<file path="src/rtl/cache_mem_arbiter.sv">
// Shared main-memory arbiter for I-cache and D-cache miss handlers.
// D-cache is favoured; a streak limit guarantees forward progress for the I-cache.
module cache_mem_arbiter #(
  parameter int AW           = 16,
  parameter int DW           = 16,
  parameter int MAX_D_STREAK = 4,
  parameter int TIMEOUT      = 64
) (
  input  logic          clk,
  input  logic          rst,
  input  logic          i_req,
  input  logic [AW-1:0] i_addr,
  input  logic          d_req,
  input  logic          d_wr,
  input  logic [AW-1:0] d_addr,
  input  logic [DW-1:0] d_wdata,
  output logic          i_done,
  output logic          d_done,
  output logic [DW-1:0] rdata,
  output logic          mem_en,
  output logic          mem_wr,
  output logic [AW-1:0] mem_addr,
  output logic [DW-1:0] mem_wdata,
  input  logic          mem_done,
  input  logic [DW-1:0] mem_rdata,
  output logic          busy,
  output logic          err
);

  localparam int SW = $clog2(MAX_D_STREAK + 1);
  localparam int TW = $clog2(TIMEOUT + 1);

  typedef enum logic [1:0] {IDLE, ISSUE, WAIT, RESP} state_e;

  state_e        state_q, state_d;
  logic          owner_q, owner_d;     // 1: D-cache owns the transaction
  logic [SW-1:0] streak_q, streak_d;
  logic [TW-1:0] tmo_q, tmo_d;
  logic          mem_en_q, mem_en_d;
  logic          mem_wr_q, mem_wr_d;
  logic [AW-1:0] mem_addr_q, mem_addr_d;
  logic [DW-1:0] mem_wdata_q, mem_wdata_d;
  logic [DW-1:0] rdata_q, rdata_d;
  logic          i_done_q, i_done_d;
  logic          d_done_q, d_done_d;
  logic          busy_q, busy_d;
  logic          err_q, err_d;
  logic          d_win;

  always_comb begin
    state_d     = state_q;
    owner_d     = owner_q;
    streak_d    = streak_q;
    tmo_d       = tmo_q;
    mem_en_d    = 1'b0;
    mem_wr_d    = mem_wr_q;
    mem_addr_d  = mem_addr_q;
    mem_wdata_d = mem_wdata_q;
    rdata_d     = rdata_q;
    i_done_d    = 1'b0;
    d_done_d    = 1'b0;
    err_d       = 1'b0;
    d_win       = 1'b0;

    unique case (state_q)
      IDLE: begin
        if (i_req || d_req) begin
          // D wins unless the I-cache has watched MAX_D_STREAK D grants in a row
          d_win    = d_req && !(i_req && (streak_q == SW'(MAX_D_STREAK)));
          owner_d  = d_win;
          mem_en_d = 1'b1;
          state_d  = ISSUE;
          if (d_win) begin
            mem_addr_d  = d_addr;
            mem_wr_d    = d_wr;
            mem_wdata_d = d_wdata;
            streak_d    = i_req ? streak_q + SW'(1) : '0;
          end else begin
            mem_addr_d  = i_addr;
            mem_wr_d    = 1'b0;
            mem_wdata_d = '0;
            streak_d    = '0;
          end
        end
      end
      ISSUE: begin
        tmo_d   = '0;
        state_d = WAIT;
      end
      WAIT: begin
        if (mem_done) begin
          rdata_d  = mem_rdata;
          i_done_d = !owner_q;
          d_done_d = owner_q;
          state_d  = RESP;
        end else if (tmo_q == TW'(TIMEOUT - 1)) begin
          err_d   = 1'b1;
          state_d = IDLE;
        end else begin
          tmo_d = tmo_q + TW'(1);
        end
      end
      RESP: state_d = IDLE;
      default: state_d = IDLE;
    endcase

    busy_d = (state_d != IDLE);
  end

  always_ff @(posedge clk or negedge rst) begin
    if (!rst) begin
      state_q     <= IDLE;
      owner_q     <= 1'b0;
      streak_q    <= '0;
      tmo_q       <= '0;
      mem_en_q    <= 1'b0;
      mem_wr_q    <= 1'b0;
      mem_addr_q  <= '0;
      mem_wdata_q <= '0;
      rdata_q     <= '0;
      i_done_q    <= 1'b0;
      d_done_q    <= 1'b0;
      busy_q      <= 1'b0;
      err_q       <= 1'b0;
    end else begin
      state_q     <= state_d;
      owner_q     <= owner_d;
      streak_q    <= streak_d;
      tmo_q       <= tmo_d;
      mem_en_q    <= mem_en_d;
      mem_wr_q    <= mem_wr_d;
      mem_addr_q  <= mem_addr_d;
      mem_wdata_q <= mem_wdata_d;
      rdata_q     <= rdata_d;
      i_done_q    <= i_done_d;
      d_done_q    <= d_done_d;
      busy_q      <= busy_d;
      err_q       <= err_d;
    end
  end

  assign i_done    = i_done_q;
  assign d_done    = d_done_q;
  assign rdata     = rdata_q;
  assign mem_en    = mem_en_q;
  assign mem_wr    = mem_wr_q;
  assign mem_addr  = mem_addr_q;
  assign mem_wdata = mem_wdata_q;
  assign busy      = busy_q;
  assign err       = err_q;

endmodule

</file>
<file path="config.mk">
export PLATFORM = sky130hd
export DESIGN_NAME = cache_mem_arbiter
export DESIGN_NICKNAME = d
export VERILOG_FILES = /design/src/rtl/cache_mem_arbiter.sv
export SDC_FILE = /design/constraint.sdc
export NUM_CORES = 1
export LEC_CHECK = 0
export BUFFER_PORTS_ARGS = -buffer_cell sky130_fd_sc_hd__buf_2
export CAP_MARGIN = 20
export CORE_MARGIN = 10
export CORE_UTILIZATION = 48
export DETAILED_ROUTE_END_ITERATION = 10
export PLACE_DENSITY_LB_ADDON = 0.08
export SLEW_MARGIN = 10
export SYNTH_ARGS = -nofsm -noshare
export SYNTH_HDL_FRONTEND = slang
export SYNTH_SLANG_ARGS = --single-unit
</file>
<file path="constraint.sdc">
create_clock -name clk -period 1.61 [get_ports clk]
set_input_delay 0.161 -clock clk [delete_from_list [all_inputs] [get_ports clk]]
set_output_delay 0.161 -clock clk [all_outputs]
set_load 0.05 [all_outputs]
</file>
==> results.sh <==
export IMPL_outcome="completed"
export IMPL_path_clk_slew_ns=0.08
export IMPL_setup_violations_final=0
export IMPL_whs_ns=0.04304
export IMPL_cp_required_ns=1.82
export IMPL_power_total_mw=9.201
export IMPL_cts_sinks=67
export IMPL_hpwlAfterDp_um=6012
export IMPL_worst_path_max_fanout=17
export IMPL_gp_congestion=0.8014
export IMPL_grt_use_met1=0.1944
export IMPL_powerDensity_mw_per_mm2=2304
export IMPL_synth_area_leader_cell="dfrtp_1"
export IMPL_clock_path_buffers=2
export IMPL_via_per_inst=5.670
export IMPL_synth_edf_count=0
export IMPL_start_kind="register"
export IMPL_h_tree_depth=3
export IMPL_rsz0062_at_grt="no"
export IMPL_ys_ff_latch=67
export IMPL_clock_fmax_mhz=691.3
export IMPL_grt_busiest_layer="met2"
export IMPL_synth_area_mm2=0.003042
export IMPL_wl_um=8408
export IMPL_grt_overflow=0
export IMPL_drc=0
export IMPL_holdCritPathClass="primary input to register"
export IMPL_hold_viol_final=0
export IMPL_ant_nets=0
export IMPL_critPathLaunch="streak_q[0]"
export IMPL_grt_max_degree=68
export IMPL_place_area_mm2=0.003752
export IMPL_worstPathArrival_ns=1.66
export IMPL_io_buffers=123
export IMPL_initial_core_util=0.5048
export IMPL_maxCapViolCount=0
export IMPL_final_cells=460
export IMPL_r2r_setup_slack_ns=0.16
export IMPL_top_level_ports=124
export IMPL_setup_tns_final_ns=0
export IMPL_yosys_area_top_type_share=0.5512
export IMPL_skew_ns=0.007374
export IMPL_p_leak_nw=2.018
export IMPL_min_period_ns=1.447
export IMPL_cts_tree="yes"
export IMPL_wire_per_inst_um=18.28
export IMPL_synth_nets=331
export IMPL_rr_worst_depth=6
export IMPL_use_met2=0.2655
export IMPL_via_count=2608
export IMPL_ir_drop_mv=1.416
export IMPL_rr_startpoint="streak_q[0]"
export IMPL_firstDrtPassIters=4
export IMPL_cts_setup_buffers=0
export IMPL_syn2layout_area_growth_pct=31.30
export IMPL_grt_pass1_wl_um=13520
export IMPL_synth_distinct_cells=47
export IMPL_worstMarginPinSlew_ns=0.9373
export IMPL_worstSetupEndpoint="mem_wdata[14]"
export IMPL_diodes=0
export IMPL_ys_async_sr_fraction=1.000
export IMPL_clk_latency_ns=0.33
export IMPL_r2r_end="mem_wdata[14]"
export IMPL_slew_headroom=0.3728
export IMPL_die_h_um=99.61
export IMPL_rows=28
export IMPL_fin_area_mm2=0.003994
export IMPL_synth_common_cells="67 x dfrtp_1, 19 x nand4_1, 18 x a22o_1, 18 x o2111ai_1"
export IMPL_design_core_area_mm2=0.006026
export IMPL_synth_seq_area_share=0.5512
export IMPL_path_class="register to register"
export IMPL_finalMaxSlewViolations=0
export IMPL_die_w_um=99.61
export IMPL_synth_warnings=0
export IMPL_syn_inst=258
export IMPL_place_inst=443
export IMPL_antenna_found_initial=0
export IMPL_avgSynthCellArea_um2=11.79
export IMPL_synthTopCellsByArea="dfrtp_1 55%, a22o_1 5.2%, o2111ai_1 5.2%"
export IMPL_grt_usage=0.1646
export IMPL_design_die_area_mm2=0.009921
export IMPL_nNetsFinal=453
export IMPL_critPathSlowestCell="dfrtp_1"
export IMPL_drive_gt1_frac=0.4416
export IMPL_grtUsageMet3=0.06021
export IMPL_critPathMaxStageDelay_ns=0.41
export IMPL_cp_end_kind="register"
export IMPL_drt_initial_drc_count=119
export IMPL_cts_buffers=9
export IMPL_min_from="d_wdata[13]"
export IMPL_post_route_period_util=0.8985
export IMPL_path_cells="inv_1, ha_1, nand3_2, and3_1, buf_12, a22o_1"
export IMPL_post_synth_top_count_cell="dfrtp_1"
export IMPL_synthFlopType="dfrtp_1"
export IMPL_clockRootBuffer="clkbuf_8"
export IMPL_grt_pass1_vias=2747
[registers in the layout, indices dropped and copies added (netlist names), 2 cells and up]
name       cells
state_q        2
mem_addr      16
mem_wdata     16
tmo_q          7
rdata         16
streak_q       3
[worst min path at each step]
stage | to | slack [ns] | depth (start not counted)
2_1_floorplan | busy | -0.13 | 0
3_3_place_gp | mem_addr[9] | 0.21 | 2
3_5_place_dp | mem_addr[9] | 0.21 | 2
4_1_cts | mem_wdata[1] | 0.03 | 2
5_1_grt | mem_wr | 0.03 | 2
6_report | mem_wdata[13] | 0.04 | 2
[metrics by stage]
stage | setup WS, ns | util
final | 0.1634 | 0.6628
after global routing | 0.03230 | 0.6628
after CTS | 0.08777 | 0.6622
after detailed placement | 0.06509 | 0.6227
after global placement | 0.06282 | 0.6227
after floorplan | 0.1619 | -
[critical path, delay by kind of cell, from the launching register on]
family	cells	cell delay (ns)
buf+inv	2	0.25
compound gates	1	0.18
flops	1	0.41
fa+ha+maj	1	0.16
simple gates	2	0.33
[layout make-up]
class / count / area (µm²)
Clock buffer: 12 / 155.1
Clock inverter: 4 / 72.57
Fill cell: 500 / 2032
Inverter: 8 / 30.03
Multi-Input combinational cell: 161 / 1235
Sequential cell: 67 / 1677
Tap cell: 75 / 93.84
Timing Repair Buffer: 133 / 730.7
[placed cells by master, fill, tap and decap left out, types with 2 or more instances in the layout]
| cell | synthesis | routed |
|---|---|---|
| o21ai_0 | 17 | 17 |
| buf_12 | 0 | 3 |
| inv_1 | 8 | 8 |
| bufinv_16 | 0 | 2 |
| a32o_1 | 2 | 2 |
| buf_4 | 1 | 6 |
| o2111ai_1 | 18 | 18 |
| nand2_1 | 5 | 5 |
| a21oi_1 | 3 | 3 |
| and2_1 | 3 | 2 |
| nand3_1 | 17 | 17 |
| buf_2 | 9 | 123 |
| ha_1 | 3 | 2 |
| mux2_2 | 8 | 8 |
| and3_1 | 2 | 2 |
| nand4_1 | 19 | 19 |
| nand2b_1 | 4 | 4 |
| mux2_4 | 8 | 8 |
| nor3b_1 | 3 | 3 |
| a31oi_1 | 2 | 2 |
| a22o_1 | 18 | 18 |
| nor2b_1 | 3 | 3 |
| clkbuf_8 | 0 | 11 |
| and4_1 | 2 | 2 |
| nor2_1 | 3 | 3 |
| dfrtp_1 | 67 | 67 |
[layer usage]
metal,wire length (µm),part of all wire
met1,3496,0.42
met2,3985,0.47
met3,762,0.091
met4,163,0.019
met5,0,0
[report_power, final]
part           switching (mW)  total (mW)  leakage [nW]  internal [mW]
sequential              0.406        2.79         0.844           2.38
clock                   0.623        1.58         0.113          0.956
combinational            3.43        4.83          1.06           1.41
total                    4.45        9.20          2.02           4.75
[cell families (layout without fill, tap and decap cells)]
kind of cell | count (synthesis) | in the layout | share of synthesized area
simple gates | 71 | 71 | 0.1473
compound gates | 69 | 69 | 0.1687
flops | 67 | 67 | 0.5512
buf+inv | 30 | 157 | 0.04525
mux | 17 | 17 | 0.07240
fa+ha+maj | 3 | 3 | 0.01234
xor+xnor | 1 | 1 | 0.002880
[what timing repair did]
item / CTS / global route
hold endpoints to repair: 67 / 0
hold buffers: 1 / 0
gates resized for setup: 0 / 2
endpoints found under the setup margin: 0 / 14
No activity file was read; power rests on OpenSTA's default activity.
